**config.mk**
```make
export PLATFORM = sky130hd
export DESIGN_NAME = inversor_param
export DESIGN_NICKNAME = d
export VERILOG_FILES = /design/src/rtl/inversor_pkg.sv /design/src/rtl/inversor_lane.sv /design/src/rtl/inversor_param.sv
export SDC_FILE = /design/constraint.sdc
export NUM_CORES = 1
export LEC_CHECK = 0
export CAP_MARGIN = 10
export CORE_ASPECT_RATIO = 0.5
export CORE_MARGIN = 2
export CORE_UTILIZATION = 51
export DETAILED_ROUTE_END_ITERATION = 6
export PLACE_DENSITY = 0.76
export SLEW_MARGIN = 20
export SYNTH_ARGS = -nofsm -noshare
export SYNTH_HDL_FRONTEND = slang
export SYNTH_SLANG_ARGS = --single-unit
export TNS_END_PERCENT = 50
```
**constraint.sdc**
```tcl
create_clock -name clk -period 2.1 [get_ports clk]
set_input_delay 0.525 -clock clk [delete_from_list [all_inputs] [get_ports clk]]
set_output_delay 0.525 -clock clk [all_outputs]
set_load 0.01 [all_outputs]
```
**src/rtl/inversor_pkg.sv**
```systemverilog
// Shared types for the parametrised inverter: transform selector and
// occupancy states of the two-entry output buffer.
package inversor_pkg;

  typedef enum logic [1:0] {
    MODE_PASS = 2'b00,
    MODE_NOT  = 2'b01,
    MODE_NEG  = 2'b10,
    MODE_ABS  = 2'b11
  } mode_t;

  typedef enum logic [1:0] {
    EMPTY = 2'b00,
    ONE   = 2'b01,
    FULL  = 2'b10
  } occ_t;

endpackage

```
**src/rtl/inversor_lane.sv**
```systemverilog
// One lane of the transform: combinational PASS / NOT / NEG / ABS with an
// overflow flag for the unrepresentable negation of the most negative value.
module inversor_lane
  import inversor_pkg::*;
#(
  parameter int WIDTH = 4
) (
  input  logic [WIDTH-1:0] a_i,
  input  mode_t            mode,
  input  logic             en,
  output logic [WIDTH-1:0] y_i,
  output logic             ovf_i
);

  localparam logic [WIDTH-1:0] ONE_V = {{(WIDTH-1){1'b0}}, 1'b1};
  localparam logic [WIDTH-1:0] MIN_V = {1'b1, {(WIDTH-1){1'b0}}};

  logic [WIDTH-1:0] neg;
  logic             is_min;

  assign neg    = (~a_i) + ONE_V;
  assign is_min = (a_i == MIN_V);

  // Negating MIN_V wraps back to MIN_V, so y already equals a in that case.
  always_comb begin
    y_i   = a_i;
    ovf_i = 1'b0;
    if (en) begin
      unique case (mode)
        MODE_NOT: y_i = ~a_i;
        MODE_NEG: begin
          y_i   = neg;
          ovf_i = is_min;
        end
        MODE_ABS: begin
          if (a_i[WIDTH-1]) y_i = neg;
          ovf_i = is_min;
        end
        default: ;
      endcase
    end
  end

endmodule

```
**src/rtl/inversor_param.sv**
```systemverilog
// Registered multi-lane inverter on a valid/ready stream with a two-entry
// output buffer, per-lane overflow flags and a saturating transfer counter.
module inversor_param
  import inversor_pkg::*;
#(
  parameter int WIDTH     = 4,
  parameter int CHANNELS  = 1,
  parameter int CNT_WIDTH = 16
) (
  input  logic                      clk,
  input  logic                      rst,
  input  logic                      in_valid,
  output logic                      in_ready,
  input  logic [WIDTH*CHANNELS-1:0] a,
  input  logic [1:0]                mode,
  input  logic [CHANNELS-1:0]       mask,
  output logic                      out_valid,
  input  logic                      out_ready,
  output logic [WIDTH*CHANNELS-1:0] y,
  output logic [CHANNELS-1:0]       ovf,
  output logic [CNT_WIDTH-1:0]      count
);

  localparam int DW = WIDTH * CHANNELS;
  localparam logic [CNT_WIDTH-1:0] CNT_ONE = {{(CNT_WIDTH-1){1'b0}}, 1'b1};
  localparam logic [CNT_WIDTH-1:0] CNT_MAX = {CNT_WIDTH{1'b1}};

  occ_t                 state_q, state_d;
  logic [DW-1:0]        head_y_q, head_y_d, tail_y_q, tail_y_d;
  logic [CHANNELS-1:0]  head_ovf_q, head_ovf_d, tail_ovf_q, tail_ovf_d;
  logic [CNT_WIDTH-1:0] count_q, count_d;

  logic [DW-1:0]       new_y;
  logic [CHANNELS-1:0] new_ovf;
  mode_t               mode_s;
  logic                push, pop;

  assign mode_s = mode_t'(mode);

  generate
    for (genvar gi = 0; gi < CHANNELS; gi++) begin : g_lane
      inversor_lane #(.WIDTH(WIDTH)) u_lane (
        .a_i   (a[gi*WIDTH +: WIDTH]),
        .mode  (mode_s),
        .en    (mask[gi]),
        .y_i   (new_y[gi*WIDTH +: WIDTH]),
        .ovf_i (new_ovf[gi])
      );
    end
  endgenerate

  // in_ready depends only on registered state (and rst), never on out_ready.
  assign in_ready  = (state_q != FULL) & ~rst;
  assign out_valid = (state_q != EMPTY);
  assign push      = in_valid & in_ready;
  assign pop       = out_valid & out_ready;

  assign y     = out_valid ? head_y_q : '0;
  assign ovf   = out_valid ? head_ovf_q : '0;
  assign count = count_q;

  always_comb begin
    state_d    = state_q;
    head_y_d   = head_y_q;
    head_ovf_d = head_ovf_q;
    tail_y_d   = tail_y_q;
    tail_ovf_d = tail_ovf_q;
    unique case (state_q)
      EMPTY: begin
        if (push) begin
          head_y_d   = new_y;
          head_ovf_d = new_ovf;
          state_d    = ONE;
        end
      end
      ONE: begin
        unique case ({push, pop})
          2'b10: begin
            tail_y_d   = new_y;
            tail_ovf_d = new_ovf;
            state_d    = FULL;
          end
          2'b01: state_d = EMPTY;
          2'b11: begin
            head_y_d   = new_y;
            head_ovf_d = new_ovf;
          end
          default: ;
        endcase
      end
      FULL: begin
        if (pop) begin
          head_y_d   = tail_y_q;
          head_ovf_d = tail_ovf_q;
          state_d    = ONE;
        end
      end
      default: state_d = EMPTY;
    endcase
  end

  always_comb begin
    count_d = count_q;
    if (pop && (count_q != CNT_MAX)) count_d = count_q + CNT_ONE;
  end

  always_ff @(posedge clk) begin
    if (rst) begin
      state_q    <= EMPTY;
      head_y_q   <= '0;
      head_ovf_q <= '0;
      tail_y_q   <= '0;
      tail_ovf_q <= '0;
      count_q    <= '0;
    end else begin
      state_q    <= state_d;
      head_y_q   <= head_y_d;
      head_ovf_q <= head_ovf_d;
      tail_y_q   <= tail_y_d;
      tail_ovf_q <= tail_ovf_d;
      count_q    <= count_d;
    end
  end

endmodule

```
==> summary.md <==
| Metric | Value |
|---|---|
| Status | complete, no violations |
| I/O Pins | 34 |
| CTS max path bufs | 2 |
| Required @ worst endpoint | 1.57 ns |
| Number of detailed-route iterations in the first pass | 4 |
| Actual slew at the worst max-slew pin | 0.621 ns |
| Number of max-cap violations | 0 |
| Initial Utilization | 55.1% |
| FF-to-FF setup slack | 0.30 ns |
| CTS Root Cell | clkbuf_8 |
| Synth Register Bits | 28 |
| Primary FF master, synth | dfxtp_1 |
| DR iter-0 viols | 48 |
| CTS buffer count | 3 |
| Period utilization | 94.7% |
| Total chip power | 1.09 mW |
| Final Cell Area | 0.00226 mm2 |
| CTS H-tree depth | 1 |
| Via count | 1,705 |
| Maximum vdd ir drop | 286 uV |
| CTS clk-pin slew, worst paths | 0.09 ns |
| Synth warnings | 0 |
| Row count | 14 |
| CP startpoint | state_q[1]$_SDFFE_PP0P_ |
| Number of global-route vias before repair | 1,576 |
| CP max FO | 6 |
| GRT Total Usage | 22.1% |
| Achievable clock frequency | 503 MHz |
| Leakage power | 0.855 nW |
| Number of synthesized flops with an enable pin | 0 |
| Cell variety after synth | 48 |
| Crit path capture type | output pin |
| CTS Sinks | 28 |
| R2R depth | 6 |
| Commonest non-fill, non-tap cell in the layout | clkdlybuf4s50_1 |
| Core area | 0.00308 mm2 |
| Synth Cell Area | 0.00170 mm2 |
| Final min period | 1.99 ns |
| Critical Path Start Type | register |
| Asr flop ratio synth | 0% |
| P&R area growth vs syn | 33.2% |
| Cells after synthesis | 207 |
| Post-DRT Antenna Nets | 0 |
| Hpwl dp | 3080 um |
| Register area | 561 um2 |
| Most frequent cells in the layout | clkdlybuf4s50_1, dfxtp_1, buf_4 |
| Worst Skew | 0.00996 ns |
| Crit path capture | y[0] |
| Rel. slew slack | 58.3% |
| Reg2reg start | count[0]$_SDFFE_PP0P_ |
| Setup repair after global routing missed its margin | false |
| Remaining global-route overflow | 0 |
| Multi-input logic area | 0.00106 mm2 |
| # setup viols final | 0 |
| Synthesized Nets | 221 |
| Fraction of layout instances using a drive strength above 1 | 15.0% |
| PwrDens | 480 mW/mm2 |
| Hold Path Class | register to register |
| Final count of hold timing violations | 0 |
| Reg-to-reg critical path endpoint | count[5]$_SDFFE_PP0P_ |
| Placed Cells | 290 |
| Switching fraction of total power | 25.0% |
| Final core utilization | 73.4% |
| Hold_buf cts | 0 |
| Worst EP arrival | 1.46 ns |
| Comb power frac | 18.2% |
| Setup bufs post-CTS | 0 |
| WL per Instance | 13.6 um |
| Part of the Yosys area used for sequential elements | 33.0% |
| Placed Area | 0.00220 mm2 |
| Gpl congestion | 0.793 |
| Pint | 0.814 mW |
| Slew Limit Fails | 0 |
| Hold_ws | 0.497 ns |
| WL final | 3990 um |
| Final net count | 269 |
| Largest net degree at the start of global routing | 27 |
| Clock power frac | 30.8% |
| Flop pwr share | 51.0% |
| Via/cell ratio | 5.80 |
| Clk Latency, worst-skew pair | 0.28 ns |
| Synth top area share | 33.0% |
| Top cells by area, synth | dfxtp_1, nor2b_1, nor2_1, mux2_2, nand3b_1 |
| Net Sw Power | 0.271 mW |
| First-pass GRT wire length | 6820 um |
| CTS tree | built |
| DIE WIDTH | 85.6 um |
| Synthesized area per cell | 8.20 um2 |
| Diodes inserted | 0 |
| Number of I/O port buffers | 33 |
| Fill cells | 255 |
| Final cell count without fillers | 294 |
| Antenna violations before repair | 0 |
| Residual DRC | 0 |
| Synth area leader | dfxtp_1 |
| Die Y | 44.8 um |
| DIE AREA | 0.00383 mm2 |
| Crit Path Class | register to output pin |
==> flip-flops by register name, indices dropped and copies added, names as in the netlist <==
| name | count |
|---|---|
| tail_y_q | 4 |
| head_y_q | 4 |
| tail_ovf_q | 1 |
| count | 16 |
| state_q | 2 |
| head_ovf_q | 1 |
==> metal layers <==
metal	vias up	track usage [%]	wire length (um)
met5	-	0	0
met4	0	3.81	21
met3	5	4.75	165
met2	38	43.0	2070
met1	800	26.1	1740
li1	862	-	-
==> synthesized netlist by cell type (4+ instances only) <==
cell type and instances:
nand3_1 4, a31oi_1 4, o21ai_0 5, a211oi_1 5, and3_1 5, dfxtp_1 28
nand2_1 9, nor2b_1 15, a21oi_1 7, nor3_1 7, mux2_2 6, nor2_1 23
nand4_1 6, clkbuf_1 9, nand3b_1 6, nor4_1 5, inv_1 7
==> through the flow <==
| step | setup TNS, ns | setup slack [ns] |
|---|---|---|
| 6_report | 0 | 0.112 |
| 5_1_grt | 0 | 0.0620 |
| 2_1_floorplan | 0 | 0.297 |
| 4_1_cts | 0 | 0.00430 |
| 3_3_place_gp | -0.942 | -0.182 |
| 3_5_place_dp | -1.23 | -0.202 |
==> power groups by stage <==
stage	combinational, mW	clock, mW	sequential [mW]
CTS	0.198	0.344	0.553
finish	0.198	0.334	0.554
global placement	0.191	0	0.565
floorplan	0.106	0	0.564
detailed placement	0.198	0	0.566
global route	0.218	0.368	0.556
==> worst max-delay path: stages (launching register included) <==
cell and delay (ns):
dfxtp_1 0.38, nor2_2 0.09, nor2b_1 0.16, clkdlybuf4s50_1 0.56
==> area by class of cell <==
| type | instances | share of cell area [%] |
|---|---|---|
| inverters | 7 | 1.16 |
| well taps | 40 | 2.21 |
| clock buffers | 4 | 2.43 |
| flip-flops and latches | 28 | 24.8 |
| multi-input cells | 159 | 47.0 |
| repair buffers | 56 | 22.4 |
==> cells by family after synthesis <==
group | share of synthesized area (%)
AND/OR/NAND/NOR | 36.3
multiplexers | 5.75
flip-flops | 33.0
adder cells (fa/ha/maj) | 2.21
AO/OA/AOI/OAI | 17.6
buffers and inverters | 4.64
XOR/XNOR | 0.516
==> worst min path at each step <==
stage	from	cells after the start	to	slack (ns)
6_report	head_y_q[3]$_SDFFE_PP0P_	2	head_y_q[3]$_SDFFE_PP0P_	0.50
5_1_grt	head_y_q[0]$_SDFFE_PP0P_	2	head_y_q[0]$_SDFFE_PP0P_	0.52
4_1_cts	head_y_q[0]$_SDFFE_PP0P_	2	head_y_q[0]$_SDFFE_PP0P_	0.50
3_5_place_dp	head_y_q[3]$_SDFFE_PP0P_	2	head_y_q[3]$_SDFFE_PP0P_	0.47
3_3_place_gp	head_y_q[0]$_SDFFE_PP0P_	2	head_y_q[0]$_SDFFE_PP0P_	0.47
2_1_floorplan	head_y_q[0]$_SDFFE_PP0P_	2	head_y_q[0]$_SDFFE_PP0P_	0.45
==> timing repair <==
item,4_1_cts,5_1_grt
endpoints found under the setup margin,1,8
resized for setup,2,3
pin swaps,0,0
hold endpoints to repair,0,0
Note: power is estimated with default switching activity, not from simulation.
